$ cat config.mk
export PLATFORM = sky130hd
export DESIGN_NAME = mem_port_arbiter
export DESIGN_NICKNAME = d
export VERILOG_FILES = /design/src/rtl/mem_port_arbiter.sv
export SDC_FILE = /design/constraint.sdc
export NUM_CORES = 1
export LEC_CHECK = 0
export BUFFER_PORTS_ARGS = -buffer_cell sky130_fd_sc_hd__buf_2
export CORE_AREA = 5 5 304 306
export DETAILED_ROUTE_END_ITERATION = 6
export DIE_AREA = 0 0 309 311
export MAX_ROUTING_LAYER = met4
export PLACE_DENSITY_LB_ADDON = 0.2
export REMOVE_ABC_BUFFERS = 1
export SLEW_MARGIN = 20
export SYNTH_ARGS = -nofsm -noshare
export SYNTH_HDL_FRONTEND = slang
export SYNTH_SLANG_ARGS = --single-unit
export TNS_END_PERCENT = 100
$ cat constraint.sdc
create_clock -name clk -period 2.5 [get_ports clk]
set_clock_uncertainty 0.2 [all_clocks]
set_input_delay 0.125 -clock clk [delete_from_list [all_inputs] [get_ports clk]]
set_output_delay 0.125 -clock clk [all_outputs]
set_load 0.05 [all_outputs]
$ cat src/rtl/mem_port_arbiter.sv
// mem_port_arbiter: shares one main-memory port between an instruction cache (I)
// and a data cache (D). Round-robin arbitration; one outstanding transaction.
//
// Ports
//   clk, rstn                 clock, asynchronous active-low reset
//   i_req/i_we/i_addr/i_wdata I-cache line request, write flag, address, write line
//   i_rdata/i_ack             read line returned to I-cache, one-cycle completion
//   d_*                       same set for the D-cache
//   mem_req/mem_we/mem_addr/mem_wdata  memory transaction toward main memory
//   mem_rdata/mem_ready       memory read line and one-cycle completion pulse
//   grant_owner               owner of the current transaction, 0 = I, 1 = D
module mem_port_arbiter #(
   parameter int unsigned MEM_ADDR_WIDTH = 4,
   parameter int unsigned LINE_BITS      = 128
) (
   input  logic                      clk,
   input  logic                      rstn,
   input  logic                      i_req,
   input  logic                      i_we,
   input  logic [MEM_ADDR_WIDTH-1:0] i_addr,
   input  logic [LINE_BITS-1:0]      i_wdata,
   output logic [LINE_BITS-1:0]      i_rdata,
   output logic                      i_ack,
   input  logic                      d_req,
   input  logic                      d_we,
   input  logic [MEM_ADDR_WIDTH-1:0] d_addr,
   input  logic [LINE_BITS-1:0]      d_wdata,
   output logic [LINE_BITS-1:0]      d_rdata,
   output logic                      d_ack,
   output logic                      mem_req,
   output logic                      mem_we,
   output logic [MEM_ADDR_WIDTH-1:0] mem_addr,
   output logic [LINE_BITS-1:0]      mem_wdata,
   input  logic [LINE_BITS-1:0]      mem_rdata,
   input  logic                      mem_ready,
   output logic                      grant_owner
);

   typedef enum logic [1:0] {
      IDLE = 2'd0,
      BUSY = 2'd1,
      ACK  = 2'd2
   } state_e;

   state_e                      state_q, state_d;
   logic                        mem_req_q, mem_req_d;
   logic                        mem_we_q, mem_we_d;
   logic [MEM_ADDR_WIDTH-1:0]   mem_addr_q, mem_addr_d;
   logic [LINE_BITS-1:0]        mem_wdata_q, mem_wdata_d;
   logic                        owner_q, owner_d;
   logic                        last_q, last_d;
   logic                        i_ack_q, i_ack_d;
   logic                        d_ack_q, d_ack_d;
   logic [LINE_BITS-1:0]        i_rdata_q, i_rdata_d;
   logic [LINE_BITS-1:0]        d_rdata_q, d_rdata_d;
   logic                        win_c;

   // Winner: on a tie the side not granted last; otherwise whoever is asking.
   assign win_c = (i_req && d_req) ? ~last_q : d_req;

   // State register.
   always_ff @(posedge clk or negedge rstn) begin
      if (!rstn) state_q <= IDLE;
      else       state_q <= state_d;
   end

   // Next-state and registered-output logic.
   always_comb begin
      state_d     = state_q;
      mem_req_d   = mem_req_q;
      mem_we_d    = mem_we_q;
      mem_addr_d  = mem_addr_q;
      mem_wdata_d = mem_wdata_q;
      owner_d     = owner_q;
      last_d      = last_q;
      i_ack_d     = 1'b0;
      d_ack_d     = 1'b0;
      i_rdata_d   = i_rdata_q;
      d_rdata_d   = d_rdata_q;

      case (state_q)
         IDLE: begin
            // Latch the winner's fields so later requester changes cannot reach memory.
            if (i_req || d_req) begin
               state_d     = BUSY;
               owner_d     = win_c;
               last_d      = win_c;
               mem_req_d   = 1'b1;
               mem_we_d    = win_c ? d_we    : i_we;
               mem_addr_d  = win_c ? d_addr  : i_addr;
               mem_wdata_d = win_c ? d_wdata : i_wdata;
            end
         end
         BUSY: begin
            if (mem_ready) begin
               state_d   = ACK;
               mem_req_d = 1'b0;
               if (!mem_we_q) begin
                  if (owner_q) d_rdata_d = mem_rdata;
                  else         i_rdata_d = mem_rdata;
               end
               if (owner_q) d_ack_d = 1'b1;
               else         i_ack_d = 1'b1;
            end
         end
         ACK: begin
            state_d = IDLE;
         end
         default: begin
            state_d = IDLE;
         end
      endcase
   end

   // Datapath and output registers.
   always_ff @(posedge clk or negedge rstn) begin
      if (!rstn) begin
         mem_req_q   <= 1'b0;
         mem_we_q    <= 1'b0;
         mem_addr_q  <= '0;
         mem_wdata_q <= '0;
         owner_q     <= 1'b0;
         last_q      <= 1'b0;
         i_ack_q     <= 1'b0;
         d_ack_q     <= 1'b0;
         i_rdata_q   <= '0;
         d_rdata_q   <= '0;
      end else begin
         mem_req_q   <= mem_req_d;
         mem_we_q    <= mem_we_d;
         mem_addr_q  <= mem_addr_d;
         mem_wdata_q <= mem_wdata_d;
         owner_q     <= owner_d;
         last_q      <= last_d;
         i_ack_q     <= i_ack_d;
         d_ack_q     <= d_ack_d;
         i_rdata_q   <= i_rdata_d;
         d_rdata_q   <= d_rdata_d;
      end
   end

   assign mem_req     = mem_req_q;
   assign mem_we      = mem_we_q;
   assign mem_addr    = mem_addr_q;
   assign mem_wdata   = mem_wdata_q;
   assign grant_owner = owner_q;
   assign i_ack       = i_ack_q;
   assign d_ack       = d_ack_q;
   assign i_rdata     = i_rdata_q;
   assign d_rdata     = d_rdata_q;

endmodule

==> flow_metrics.env <==
export IMPL_clk_path_buf_depth=3
export IMPL_viasPerCell=3.81
export IMPL_clk_transition_reported_paths_ps=60
export IMPL_ir_worst_vdd_v=0.000966
export IMPL_slowest_stage="dlygate4sd3_1"
export IMPL_fin_util_pct=31.2
export IMPL_hpwlAfterDp_um=49100
export IMPL_die_h_um=311
export IMPL_synth_ff_type="dfrtp_1"
export IMPL_gp_congestion=0.878
export IMPL_report_final_slew_viol_count=0
export IMPL_die_w_um=309
export IMPL_drt_iter0_drc=415
export IMPL_cts_num_sinks=395
export IMPL_worstPathRequired_ps=2760
export IMPL_ys_seq_area_share_pct=60.2
export IMPL_fmax_mhz=418
export IMPL_syn_cell_area_um2=16400
export IMPL_cts_tree="built"
export IMPL_fin_hold_ws_ps=114
export IMPL_power_density_nw_per_um2=1480
export IMPL_power_total_mw=41.1
export IMPL_final_seq_area_um2=9890
export IMPL_max_stage_delay_ps=560
export IMPL_fin_nets=2643
export IMPL_crit_top_cell="mux2_2"
export IMPL_worstPathArrival_ps=2650
export IMPL_worst_setup_path_type="reg -> reg"
export IMPL_critPathLaunch="last_q"
export IMPL_end_kind="flip-flop"
export IMPL_antenna_found_initial=1
export IMPL_num_vias=13200
export IMPL_yosysWarnings=0
export IMPL_stdcell_count=3457
export IMPL_drt_pass1_iter_count=4
export IMPL_cp_cell_sequence="a21bo_4 > buf_12 > mux2_2 > dlygate4sd3_1 > mux2_2"
export IMPL_coreArea_um2=89300
export IMPL_wl_per_cell_um=19.1
export IMPL_multi_input_area_um2=6200
export IMPL_dieArea_um2=96100
export IMPL_routed_wirelength_um=66000
export IMPL_leakage_nw=13.2
export IMPL_synthDistinctLibCells=18
export IMPL_fillers=8971
export IMPL_port_buffers=791
export IMPL_drc=0
export IMPL_min_period_ps=2390
export IMPL_critPathLaunchType="flip-flop"
export IMPL_grt_pass1_vias=15400
export IMPL_grt_pass1_wl_um=96100
export IMPL_synth_top_cell_area_share_pct=60.2
export IMPL_grt_max_degree=72
export IMPL_yosys_area_top_type="dfrtp_1"
export IMPL_root_buffer="clkbuf_16"
export IMPL_netlist_instances=990
export IMPL_path_max_fanout=43
export IMPL_synth_most_common_cell="mux2_2"
export IMPL_cts_buffers=46
export IMPL_ant_nets=0
export IMPL_ys_seq_elements=395
export IMPL_overflow=0
export IMPL_io_pins=792
export IMPL_placedCellCount=2973
export IMPL_synthToLayoutAreaGrowth_pct=69.7
export IMPL_synth_common_cells="463 x mux2_2, 395 x dfrtp_1, 59 x mux2_4"
export IMPL_syn_mean_instance_area_um2=16.6
export IMPL_synth_edf_count=0
export IMPL_status="finished, final reports clean"
export IMPL_initial_core_util_pct=18.4
export IMPL_gr_usage_all_layers_pct=13.4
export IMPL_worstHoldStart="i_req"
export IMPL_cts_setup_buffers=0
export IMPL_slew_headroom_pct=50.4
export IMPL_setup_violations=0
export IMPL_cts_max_level=2
export IMPL_worst_slew_pin_slew_ps=744
export IMPL_hold_path_class="in -> reg"
export IMPL_layout_drive_gt1_share_pct=64.2
export IMPL_async_flop_share_pct=100
export IMPL_ys_top_cells_by_area="dfrtp_1 60%, mux2_2 32%, mux2_4 5.4%"
export IMPL_rsz0062_at_grt="false"
export IMPL_r2r_start="last_q"
export IMPL_clock_latency_ps=580
export IMPL_rows=110
export IMPL_min_period_over_period_pct=95.6
export IMPL_hold_violations=0
export IMPL_maxCapViolCount=0
routing by layer:
layer	vias up	GRT usage (%)	wire, µm	part of all wire (%)
met2	571	23.0	32300	49
met4	0	5.47	2980	4.5
li1	6049	-	-	-
met5	-	-	0	0
met1	6445	13.5	23900	36
met3	116	5.45	6780	10
flip-flops by register name, summed over array words and instances, names as in the netlist:
signal     cells
d_rdata      128
i_rdata      128
mem_wdata    128
mem_addr       4
state_q        2
d_ack          1
i_ack          1
last_q         1
mem_req        1
mem_we         1
final timing paths:
check	to	cells past startpoint	slack, ps
worst max-delay path	mem_wdata[112]	5	110
worst min-delay path	last_q	5	110
worst max register to register	mem_wdata[112]	5	110
worst min register to register	mem_req	1	300
max in group asynchronous	i_rdata[24]	4	820
min in group asynchronous	i_rdata[30]	3	470
kinds of logic after synthesis:
family          share of synthesized area [%]
buf+inv                                  2.21
simple gates                            0.305
mux                                      37.2
compound gates                          0.152
flops                                    60.2
layout make-up:
class / instances / share of cell area (%)
multi-input cells: 534 / 22.2
well taps: 1176 / 5.28
flip-flops and latches: 395 / 35.4
inverters: 3 / 0.0404
diodes: 1 / 0.00897
repair buffers: 1264 / 31.4
clock inverters: 16 / 0.803
clock buffers: 68 / 4.82
critical path: cells and delay by family (launching register included):
| family | cells | cell delay, ps |
|---|---|---|
| buffers and inverters | 2 | 770 |
| multiplexers | 2 | 630 |
| flip-flops | 1 | 440 |
| AO/OA/AOI/OAI | 1 | 150 |
report_power, final:
group          total [mW]  leakage (nW)  switching [mW]  internal [mW]
Sequential           11.3          4.72            1.70           9.64
Combinational        22.9          7.75            16.2           6.68
Clock                6.93         0.776            2.78           4.15
layout by cell type (no fill, tap or decap), drive strengths merged:
cell | synthesis | routed
nand2 | 1 | 1
nand4b | 1 | 1
nor2b | 1 | 1
a21o | 2 | 2
mux2i | 1 | 1
mux2 | 522 | 522
diode | 0 | 1
dfrtp | 395 | 395
dlygate4sd3 | 0 | 399
a21bo | 1 | 1
clkinv | 0 | 10
inv | 3 | 5
buf | 52 | 865
nor3 | 1 | 1
clkbuf | 6 | 68
bufinv | 0 | 4
nor2 | 3 | 3
nor4b | 1 | 1
through the flow:
step,setup slack (ps),instance area [µm²],TNS (ps)
floorplan,-8450,16100,-2412490
global placement,214,22300,0
detailed placement,231,22300,0
CTS,14.1,27900,0
global route,42.0,27900,0
finish,110,27900,0
repair_timing:
item                                    in CTS  in global routing
resized for setup                            0                  1
endpoints found under the setup margin       0                  1
endpoints found under the hold margin      789                  0
hold buffers                               399                  0
Note: power is estimated with default switching activity, not from simulation.
